`config.mk`:
```
export PLATFORM = sky130hd
export DESIGN_NAME = mux21_bist
export DESIGN_NICKNAME = d
export VERILOG_FILES = /design/src/rtl/mux21_bist.sv
export SDC_FILE = /design/constraint.sdc
export NUM_CORES = 1
export LEC_CHECK = 0
export ABC_AREA = 0
export CAP_MARGIN = 30
export CORE_MARGIN = 8
export CORE_UTILIZATION = 56
export DETAILED_ROUTE_END_ITERATION = 10
export GPL_TIMING_DRIVEN = 0
export PLACE_DENSITY = 0.83
export SYNTH_ARGS = -nofsm -noshare
export SYNTH_HDL_FRONTEND = slang
export SYNTH_SLANG_ARGS = --single-unit
```
`constraint.sdc`:
```
create_clock -name CLK -period 4.7 [get_ports CLK]
set_input_delay 0.94 -clock CLK [delete_from_list [all_inputs] [get_ports CLK]]
set_output_delay 0.94 -clock CLK [all_outputs]
set_load 0.02 [all_outputs]
```
`src/rtl/mux21_bist.sv`:
```
// mux21_bist: built-in self-test sequencer for a 2:1 multiplexer.
// It applies all eight {sel, in} vectors to the mux. Each vector is held for
// SETTLE_CYCLES cycles and then checked for one cycle against the expected
// output. The results are a pass count, a per-vector fail mask and an
// all-pass flag.
module mux21_bist #(
  // Cycles each vector is held before the mux output is sampled; legal 1..255.
  parameter int SETTLE_CYCLES = 4
) (
  input  logic       CLK,
  input  logic       Reset,
  input  logic       start,
  input  logic       abort,
  input  logic       mux_out,
  output logic [1:0] mux_in,
  output logic       mux_sel,
  output logic       busy,
  output logic       done,
  output logic       all_pass,
  output logic [7:0] pass_count,
  output logic [7:0] fail_vec
);

  localparam logic [1:0] IDLE   = 2'd0;
  localparam logic [1:0] SETTLE = 2'd1;
  localparam logic [1:0] CHECK  = 2'd2;
  localparam logic [1:0] DONE   = 2'd3;

  // Last settle count before the vector moves to CHECK.
  localparam logic [7:0] SETTLE_LAST = 8'(SETTLE_CYCLES - 1);

  logic [1:0] state;
  logic [2:0] idx;        // current vector, {sel, in[1], in[0]}
  logic [7:0] cnt;        // cycles spent so far in SETTLE for this vector
  logic       expBit;     // correct mux output for the current vector
  logic       lastVector;

  // Reference mux behaviour for the vector under test: sel picks in[1].
  assign expBit     = idx[2] ? idx[1] : idx[0];
  assign lastVector = (idx == 3'd7);

  // Sequencer state, vector index, settle counter and result registers.
  // NOTE: sequential state uses non-blocking assignments so that every
  // register samples the values from before the edge, whatever the
  // statement order.
  always_ff @(posedge CLK or posedge Reset) begin
    if (Reset) begin
      state      <= IDLE;
      idx        <= 3'd0;
      cnt        <= 8'd0;
      pass_count <= 8'd0;
      fail_vec   <= 8'd0;
    end else begin
      case (state)
        IDLE, DONE: begin
          // A run begins from a clean slate, both from IDLE and from DONE.
          // abort is not sampled here, so start wins if both are high.
          if (start) begin
            state      <= SETTLE;
            idx        <= 3'd0;
            cnt        <= 8'd0;
            pass_count <= 8'd0;
            fail_vec   <= 8'd0;
          end
        end

        SETTLE: begin
          if (abort) begin
            state      <= IDLE;
            idx        <= 3'd0;
            cnt        <= 8'd0;
            pass_count <= 8'd0;
            fail_vec   <= 8'd0;
          end else begin
            cnt <= cnt + 8'd1;
            if (cnt == SETTLE_LAST) begin
              state <= CHECK;
            end
          end
        end

        CHECK: begin
          // abort outranks the result update made in the same cycle.
          if (abort) begin
            state      <= IDLE;
            idx        <= 3'd0;
            cnt        <= 8'd0;
            pass_count <= 8'd0;
            fail_vec   <= 8'd0;
          end else begin
            // At most eight increments, so the 8-bit count never saturates.
            if (mux_out == expBit) begin
              pass_count <= pass_count + 8'd1;
            end else begin
              fail_vec[idx] <= 1'b1;
            end
            if (lastVector) begin
              state <= DONE;
            end else begin
              idx   <= idx + 3'd1;
              cnt   <= 8'd0;
              state <= SETTLE;
            end
          end
        end

        default: begin
          state <= IDLE;
        end
      endcase
    end
  end

  // Status flags and the vector driven onto the mux, decoded from state.
  // NOTE: every output gets a default before the case so that no path
  // leaves it unassigned, which would infer a latch.
  always_comb begin
    busy     = 1'b0;
    done     = 1'b0;
    mux_in   = 2'b00;
    mux_sel  = 1'b0;
    all_pass = 1'b0;
    case (state)
      SETTLE, CHECK: begin
        busy    = 1'b1;
        mux_sel = idx[2];
        mux_in  = idx[1:0];
      end
      DONE: begin
        done     = 1'b1;
        all_pass = (pass_count == 8'd8);
      end
      default: begin
        busy = 1'b0;
      end
    endcase
  end

endmodule

```
# [Word-level counts from Yosys, hierarchy flattened]
# Cells that the tools add are included.
[classes] magnitude_cmp=2 bitwise_logic=1 addsub=3 n_reduce_logical=9 muxes=31 n_eq_ne=13
[ops] cell="8-bit two-way mux" count=9
[ops] cell="8-bit case mux with 3 select lines" count=3
[ops] cell="8-bit by 1-bit adder with 8-bit output, second input constant" count=2
[ops] cell="2-bit two-way mux" count=6
[ops] cell="3-bit two-way mux" count=4
[ops] cell="3-bit != test, second input constant" count=4
[ops] cell="3-bit case mux with 3 select lines" count=1
[ops] cell="3-bit AND reduction" count=3
[ops] cell="8-bit by 2-bit == test with 1-bit output, second input constant" count=1
[ops] cell="8-bit by 4-bit == test with 1-bit output, second input constant" count=1
[ops] cell="8-bit OR" count=1
[ops] cell="1-bit two-way mux" count=6
[ops] cell="2-bit case mux with 3 select lines" count=1
[ops] cell="2-bit == test, second input constant" count=2
[ops] cell="3-bit by 4-bit < comparator with 1-bit output, second input constant" count=1
[ops] cell="2-bit != test, second input constant" count=2
[ops] cell="2-bit AND reduction" count=2
[ops] cell="2-bit OR reduction" count=2
[ops] cell="3-bit by 1-bit adder with 3-bit output, second input constant" count=1
[ops] cell="1-bit demux with 3-bit select" count=1
[ops] cell="3-bit == test, second input constant" count=1
[ops] cell="3-bit by 1-bit greater-or-equal comparator with 1-bit output, second input constant" count=1
[ops] cell="2-bit by 1-bit == test with 1-bit output, second input constant" count=1
[ops] cell="2-bit logical NOT" count=1
[ops] cell="2 further kinds" count=2
[totals] elab_cells=64 input_bits=5 output_inout_bits=22 reg_bits=29

# [Logic depth before layout (Yosys ltp)]
# Gate-level depths: netlist of run 1.
[logic_depth] word_depth=8 ltp_mapped=8

# [Worst setup path before layout of run 1]
# Ideal clock, no wire load.
[synth_path] path_type="register -> output" from="register state[0]" to="output port all_pass" stages_incl_launch_ff=4 path_slack_ns=2.531 n_path_buf=0 required_time_ns=3.760 arrival_ns=1.229 path_cell_list="dfrtp_1 > ha_1 > nor4bb_1 > and4b_1"
[synth_via] elab_chain_cells=2
[synth_rtl] item="from (decl)" line_no="32" rtl="logic [1:0] state;"
[synth_rtl] item="from (signal assigned)" line_no="48" rtl="state <= IDLE;"
[synth_rtl] item="from (signal assigned)" line_no="59" rtl="state <= SETTLE;"
[synth_rtl] item="from (signal assigned)" line_no="69" rtl="state <= IDLE;"
[synth_rtl] item="2-bit == test" line_no="123" rtl="case (state)"
[synth_rtl] item="1-bit two-way mux" line_no="123"
[synth_rtl] item="to (decl)" line_no="19" rtl="output logic all_pass,"
# Every way passes these cells.

# [Final worst setup path of run 1]
# Same ends and word-level chain as after synthesis.

==> run metrics, run 1 <==
status complete, no violations; mux share of post-synthesis cell area 3.25%; routed length per instance 15.4 microns; Final WS setup ~1.7 ns; worst path buffer plus inverter count 1; share of cells above drive strength 1 8.46%; Top Metal Used met4; Hold Vio Cnt, Final 0; Worst Reg2Reg Path Length in Cells 7; largest family of logic cells by synthesized area simple AND/OR/NAND/NOR gates; Core ar. around 2800 sq um; Final Core Density between 70% and 80%; vias in the first global route 1434; Required @ worst endpoint about 3.8 ns; cell chain of the critical path ha_1 > nor4bb_1 > and4b_1 > clkdlybuf4s50_1; RSZ-0062 raised after global routing false; Post-Synth XOR/XNOR Area 3.25%; startpoint class of the critical path register; PostCTS Resize Cnt 0; Die Height approximately 70 microns; kind of end point of the critical path output pin; final setup fails 0; # diodes 0; crit path launch state[0]; cell leakage power between 0.8 and 0.9 nW; wire length on met3 between 200 and 250 microns; share of the yosys chip area belonging to registers 44.9%; Yosys top cell by area dfrtp_1; fmax around 0.33 GHz; worst hold endpoint fail_vec[1]; clk slew on worst S/H paths approximately 0.080 ns; CTS Buffer Depth 2; complex-gate fraction of the synthesized area 14.5%; Finished Layout Cells roughly 230; syn_nets 180; Peak VDD IR between 0.3 and 0.4 mV; CTS tree done; max-slew violation count 0; HP Start fail_vec[1]; initial antenna violation count 0; Yosys top cell area share 44.9%; DP Area a little under 2000 sq um; total of max-cap violations 0; Post-Synth Simple-Gate Area between 20% and 30%; I/O pin count 27; Met1 Wirelength between 1500 and 2000 microns; routed via count between 1000 and 1500; CTS Hold Bufs 0; Remaining Overflow, GRT 0; drt total wl roughly 3600 microns; setup_tns 0 ns; RR Endpoint state[0]; r2r startpoint state[0]; number of I/O port buffers 26; CP Max Fanout 4; clock skew between 0.005 and 0.006 ns; WL met2 approximately 1800 microns; Root Buffer clkbuf_4; Die X ~70 microns; Area growth syn-to-layout 22.9%; Ys Warns 0; Mean Syn Cell Area roughly 9.7 sq um; top post-synthesis cells by area dfrtp_1 45%, ha_1 6.2%, nor2_1 4.0%; Initial Util 58.6%; Syn Inst Count around 170; setup slack, reg-to-reg between 2 and 2.5 ns; slowest cell on the critical path clkdlybuf4s50_1; Clock Latency Late Sink between 0.3 and 0.4 ns; Via density about 5.9; final net count approximately 210; # DRC 0; Setup CP Type register to output pin; delay-heaviest family, CP buffers and inverters; Tot GR Track Use approximately 16%; 1st-iter DRT viols 117; Synth Register Bits 29; First-pass DRT Iterations 4; H-tree Lvls 2; antenna viol nets, final 0; die area between 4000 and 5000 sq um; post-placement worst setup slack between 1.5 and 2 ns; Final Cell Area 1980 sq um; worst-margin pin slew between 0.6 and 0.7 ns; Tmin final ~3 ns; post-DP HPWL 2810 microns; Inst Count DP roughly 230; largest net degree at the start of global routing 16; Slew headroom 59.3%; area share of fa/ha/maj cells after synthesis 6.20%; postcts setup bufs 0; Tcrit/Tclk final a little under two thirds; placement row count 19; GP Congestion 0.800; clock sinks 29; Cell variety after synth 42; hold depth 1; CP max stage delay 0.60 ns; power per cell area approximately 380 nW/um^2; cts bufs inserted 5; worst hold path type register to register; crit path DAT ~2.1 ns; Synth Cell Area 1620 sq um; first-pass GRT wire length 6400 microns
logic make-up after synthesis:
logic type	Yosys count
compound gates	32
xor+xnor	6
mux	5
flops	29
fa+ha+maj	8
buf+inv	17
simple gates	70
area by class of cell:
| class | count | area [sq um] |
|---|---|---|
| multi-input cells | 121 | 817 |
| inverters | 13 | 48.8 |
| repair buffers | 27 | 275 |
| well taps | 31 | 38.8 |
| clock buffers | 7 | 55.1 |
| flip-flops and latches | 29 | 726 |
| fillers | 209 | 773 |
| plain buffers | 4 | 23.8 |
flip-flops by register name, indices dropped and copies added, names as in the netlist:
register and count:
fail_vec 8, cnt 8, pass_count 8, state 2, idx 3
worst max-delay path by stage:
stage	end	cells after the start
final	all_pass	4
after global routing	all_pass	4
after CTS	all_pass	4
after detailed placement	pass_count[4]	6
after global placement	pass_count[2]	6
after floorplan	all_pass	3
metal layers:
layer  GRT usage (%)  vias to the layer above
met2            25.3                       36
met4            6.25                        0
met5               0                        -
li1                -                      671
met1            18.2                      651
met3            5.58                        5
worst register-to-register path, cell delays in order, from the launching register on:
cell and delay (ns):
dfrtp_1 0.43, inv_1 0.07, ha_1 0.39, nand2b_1 0.12
buf_2 0.21, nand2_1 0.07, o41ai_1 0.47, mux2_2 0.41
cells in the mapped netlist:
cell	count
nor4bb_1	1
o221ai_1	1
o21ai_0	9
nand3_1	9
o311ai_2	1
a21oi_1	5
or4_1	1
o41ai_1	1
clkbuf_1	2
or3_1	4
nand2b_1	2
o211ai_1	1
ha_1	8
o311ai_0	2
and2_1	2
or2b_2	2
and3_1	3
nor4b_1	1
o22ai_1	2
and4b_1	1
buf_2	1
mux2_2	2
o221ai_2	1
nand2_1	10
a41oi_1	2
nor4_1	1
dfrtp_1	29
nor2_1	17
nand3b_1	1
buf_6	1
nand4b_1	1
inv_1	13
o31ai_2	2
and4_1	1
a31oi_1	2
o21a_1	3
nor3_1	3
nor2b_1	5
nand4_1	5
xnor2_1	2
xor2_1	4
mux2i_1	3
cells in the final DEF, fill, tap and decap left out, drive strengths merged, types with 2 or more instances in the layout:
| cell | instances |
|---|---|
| a21oi | 5 |
| a31oi | 2 |
| a41oi | 2 |
| and2 | 2 |
| and3 | 3 |
| buf | 3 |
| clkbuf | 9 |
| clkdlybuf4s50 | 26 |
| dfrtp | 29 |
| ha | 8 |
| inv | 13 |
| mux2 | 2 |
| mux2i | 3 |
| nand2 | 10 |
| nand2b | 2 |
| nand3 | 9 |
| nand4 | 5 |
| nor2 | 17 |
| nor2b | 5 |
| nor3 | 3 |
| o21a | 3 |
| o21ai | 9 |
| o221ai | 2 |
| o22ai | 2 |
| o311ai | 3 |
| o31ai | 2 |
| or2b | 2 |
| or3 | 4 |
| xnor2 | 2 |
| xor2 | 4 |
through the flow:
| stage | hold slack (ns) | power [mW] |
|---|---|---|
| detailed placement | 0.480 | 0.600 |
| CTS | 0.500 | 0.748 |
| global route | 0.515 | 0.797 |
| finish | 0.496 | 0.746 |
| floorplan | 0.479 | 0.499 |
| global placement | 0.476 | 0.585 |
power by group:
group / leakage, nW / switching, mW / internal [mW]
clock: 0.0314 / 0.0793 / 0.0705
combinational: 0.398 / 0.189 / 0.113
sequential: 0.400 / 0.0225 / 0.271
No activity file was read; power rests on OpenSTA's default activity.
==> run 2: changes to the inputs <==
- CORE_UTILIZATION: 56 -> 47
- PLACE_DENSITY: 0.83 -> 0.75
- clock period: 4.7 -> 2.4 ns (I/O delays scaled with it)
==> run 2 against run 1 <==
Global-route usage is 1.4 points lower. Combinational power grew 95%. Design area increased by 1.2%. Worst setup slack got worse by 1.5 ns. Wire length fell by 1.9%. Flip-flop and latch count stayed put. Count of clock-buffer cells in the layout unchanged. Sequential power up 96%. Core utilization is 11 points lower. Critical path type unchanged. Largest cell class unchanged.
==> run metrics, run 2 (synthesized netlist as in run 1, its figures left out) <==
status complete, no violations; CTS Buffer Depth 2 (unchanged); placement row count 21 (+2); final setup fails 0 (unchanged); post-DP HPWL 2750 microns (-1.9%); Reg power frac 39.4% (about the same); # fillers 318 (+52%); clock network power share 19.9% (-0.2 points); Core ar. 3310 sq um (+20%); largest net degree at the start of global routing 16 (unchanged); number of I/O port buffers 26 (unchanged); Hold Vio Cnt, Final 0 (unchanged); I/O pin count 27 (unchanged); Tcrit/Tclk final 92.5%; largest registers in the final layout cnt (8), fail_vec (8), pass_count (8); Tmin final approximately 2.2 ns; crit path DAT 1.74 ns (-0.33 ns); 1st-iter DRT viols 50 (-57%); initial antenna violation count 0 (unchanged); cell leakage power 0.861 nW (+3.8%); startpoint class of the critical path register; Required @ worst endpoint 1.92 ns (-1.84 ns); H-tree Lvls 2 (unchanged); Area growth syn-to-layout 24.3%; WHS 0.493 ns (-0.00229 ns); # diodes 0 (unchanged); Power Internal 0.891 mW (+96%); die area 5570 sq um (+15%); Final WS setup 0.180 ns (-1.51 ns); GP Congestion 0.867 (+8.3%); Clock Latency Late Sink 0.32 ns (about the same); setup_tns 0 ns (unchanged); CTS Hold Bufs 0 (unchanged); clock sinks 29 (unchanged); worst hold path type register to register; setup slack, reg-to-reg 0.31 ns (-2.11 ns); Inst Count DP 240 (+6.7%); worst hold endpoint fail_vec[1]; total power 1.46 mW (+95%); Peak VDD IR 0.525 mV (+32%); Setup CP Type register to output pin; power per cell area 725 nW/um^2 (+93%); Slew headroom 61.2% (+1.9 points); HP Start fail_vec[1]; share of cells above drive strength 1 8.96% (+0.50 points); Finished Layout Cells 247 (+6.5%); routed length per instance 14.2 microns (-7.9%); cts bufs inserted 5 (unchanged); RR Endpoint pass_count[2]; RSZ-0062 raised after global routing false; fmax 0.450 GHz; switching power total 0.565 mW (+94%); Final Cell Area 2010 sq um (+1.2%); DP Area 1950 sq um (+0.97%); final net count 214 (unchanged); post-placement worst setup slack 0.0708 ns (-1.84 ns); hold depth 1 (unchanged); Via density 5.45 (-7.3%); Die Height 74.6 microns (+7.1%); most frequent cells in the layout 29 x dfrtp_1, 21 x clkdlybuf4s50_1, 17 x nor2_1, 13 x inv_1, 10 x nand2_1; Worst Reg2Reg Path Length in Cells 7 (unchanged); clock skew 0.00917 ns (+0.00356 ns); Initial Util 48.8% (-9.8 points); drt total wl 3510 microns (-1.9%); CP Max Fanout 4 (unchanged); Die X 74.6 microns (+7.1%); routed via count 1345 (-1.3%); vias in the first global route 1375 (-4.1%); Switching Share 38.8% (-0.21 points); most frequent standard cell in the layout excluding fill and tap cells dfrtp_1; part of the power in combinational logic 40.7% (about the same); max-slew violation count 0 (unchanged); First-pass DRT Iterations 4 (unchanged); Final Core Density 60.7% (-11 points); Remaining Overflow, GRT 0 (unchanged); Tot GR Track Use 14.2% (-1.4 points); Root Buffer clkbuf_4; # DRC 0 (unchanged); r2r startpoint state[0]; total of max-cap violations 0 (unchanged); clk slew on worst S/H paths 0.08 ns (about the same); antenna viol nets, final 0 (unchanged); CTS tree done; kind of end point of the critical path output pin; first-pass GRT wire length 6050 microns (-5.5%); worst-margin pin slew 0.581 ns (-0.0290 ns)
[run 2: cell types whose count changed in the layout (fill, tap and decap cells not counted)]
cell,before,now
dlymetal6s2s_1,0,1
dlygate4sd2_1,0,4
o41ai_1,1,0
o41ai_2,0,1
clkdlybuf4s50_1,26,21
[run 2: layout make-up]
type	instances	area (sq um)	area share [%]
Timing Repair Buffer	27	273	13.6
Inverter	13	48.8	2.43
Tap cell	46	57.6	2.87
Multi-Input combinational cell	121	825	41.1
Sequential cell	29	726	36.1
Buffer	4	23.8	1.18
Clock buffer	7	55.1	2.74
[run 2: worst max-delay path, cell delays in order, from the launching register on]
cell	delay (ns)
dfrtp_1	0.41
ha_1	0.19
nor4bb_1	0.27
and4b_1	0.21
dlygate4sd2_1	0.33
[run 2: worst max path at each step]
stage               startpoint       endpoint  slack [ns]  cells after the start
global route          state[0]         idx[2]        0.06                      8
CTS                   state[0]           busy        0.01                      4
detailed placement       abort  pass_count[2]        0.07                      6
finish                state[0]       all_pass        0.18                      4
global placement         abort  pass_count[2]        0.10                      6
floorplan             state[0]       state[0]        0.47                      7
[run 2: repair_timing]
action,CTS,global route
endpoints found under the setup margin,4,3
setup buffers,0,0
resized for setup,4,2
[run 2: power groups by stage]
stage | Combinational (mW) | Sequential (mW) | Clock [mW]
after floorplan | 0.392 | 0.585 | 0
after global placement | 0.568 | 0.578 | 0
after detailed placement | 0.589 | 0.583 | 0
after CTS | 0.591 | 0.574 | 0.303
after global routing | 0.660 | 0.582 | 0.325
final | 0.592 | 0.574 | 0.290
[run 2: layer usage]
metal / wire (microns) / GRT usage (%) / part of all wire [%]
met2: 1680 / 24.3 / 48
met5: 0 / 0 / 0
met3: 175 / 2.93 / 5.0
met1: 1610 / 16.0 / 46
met4: 46 / 7.83 / 1.3
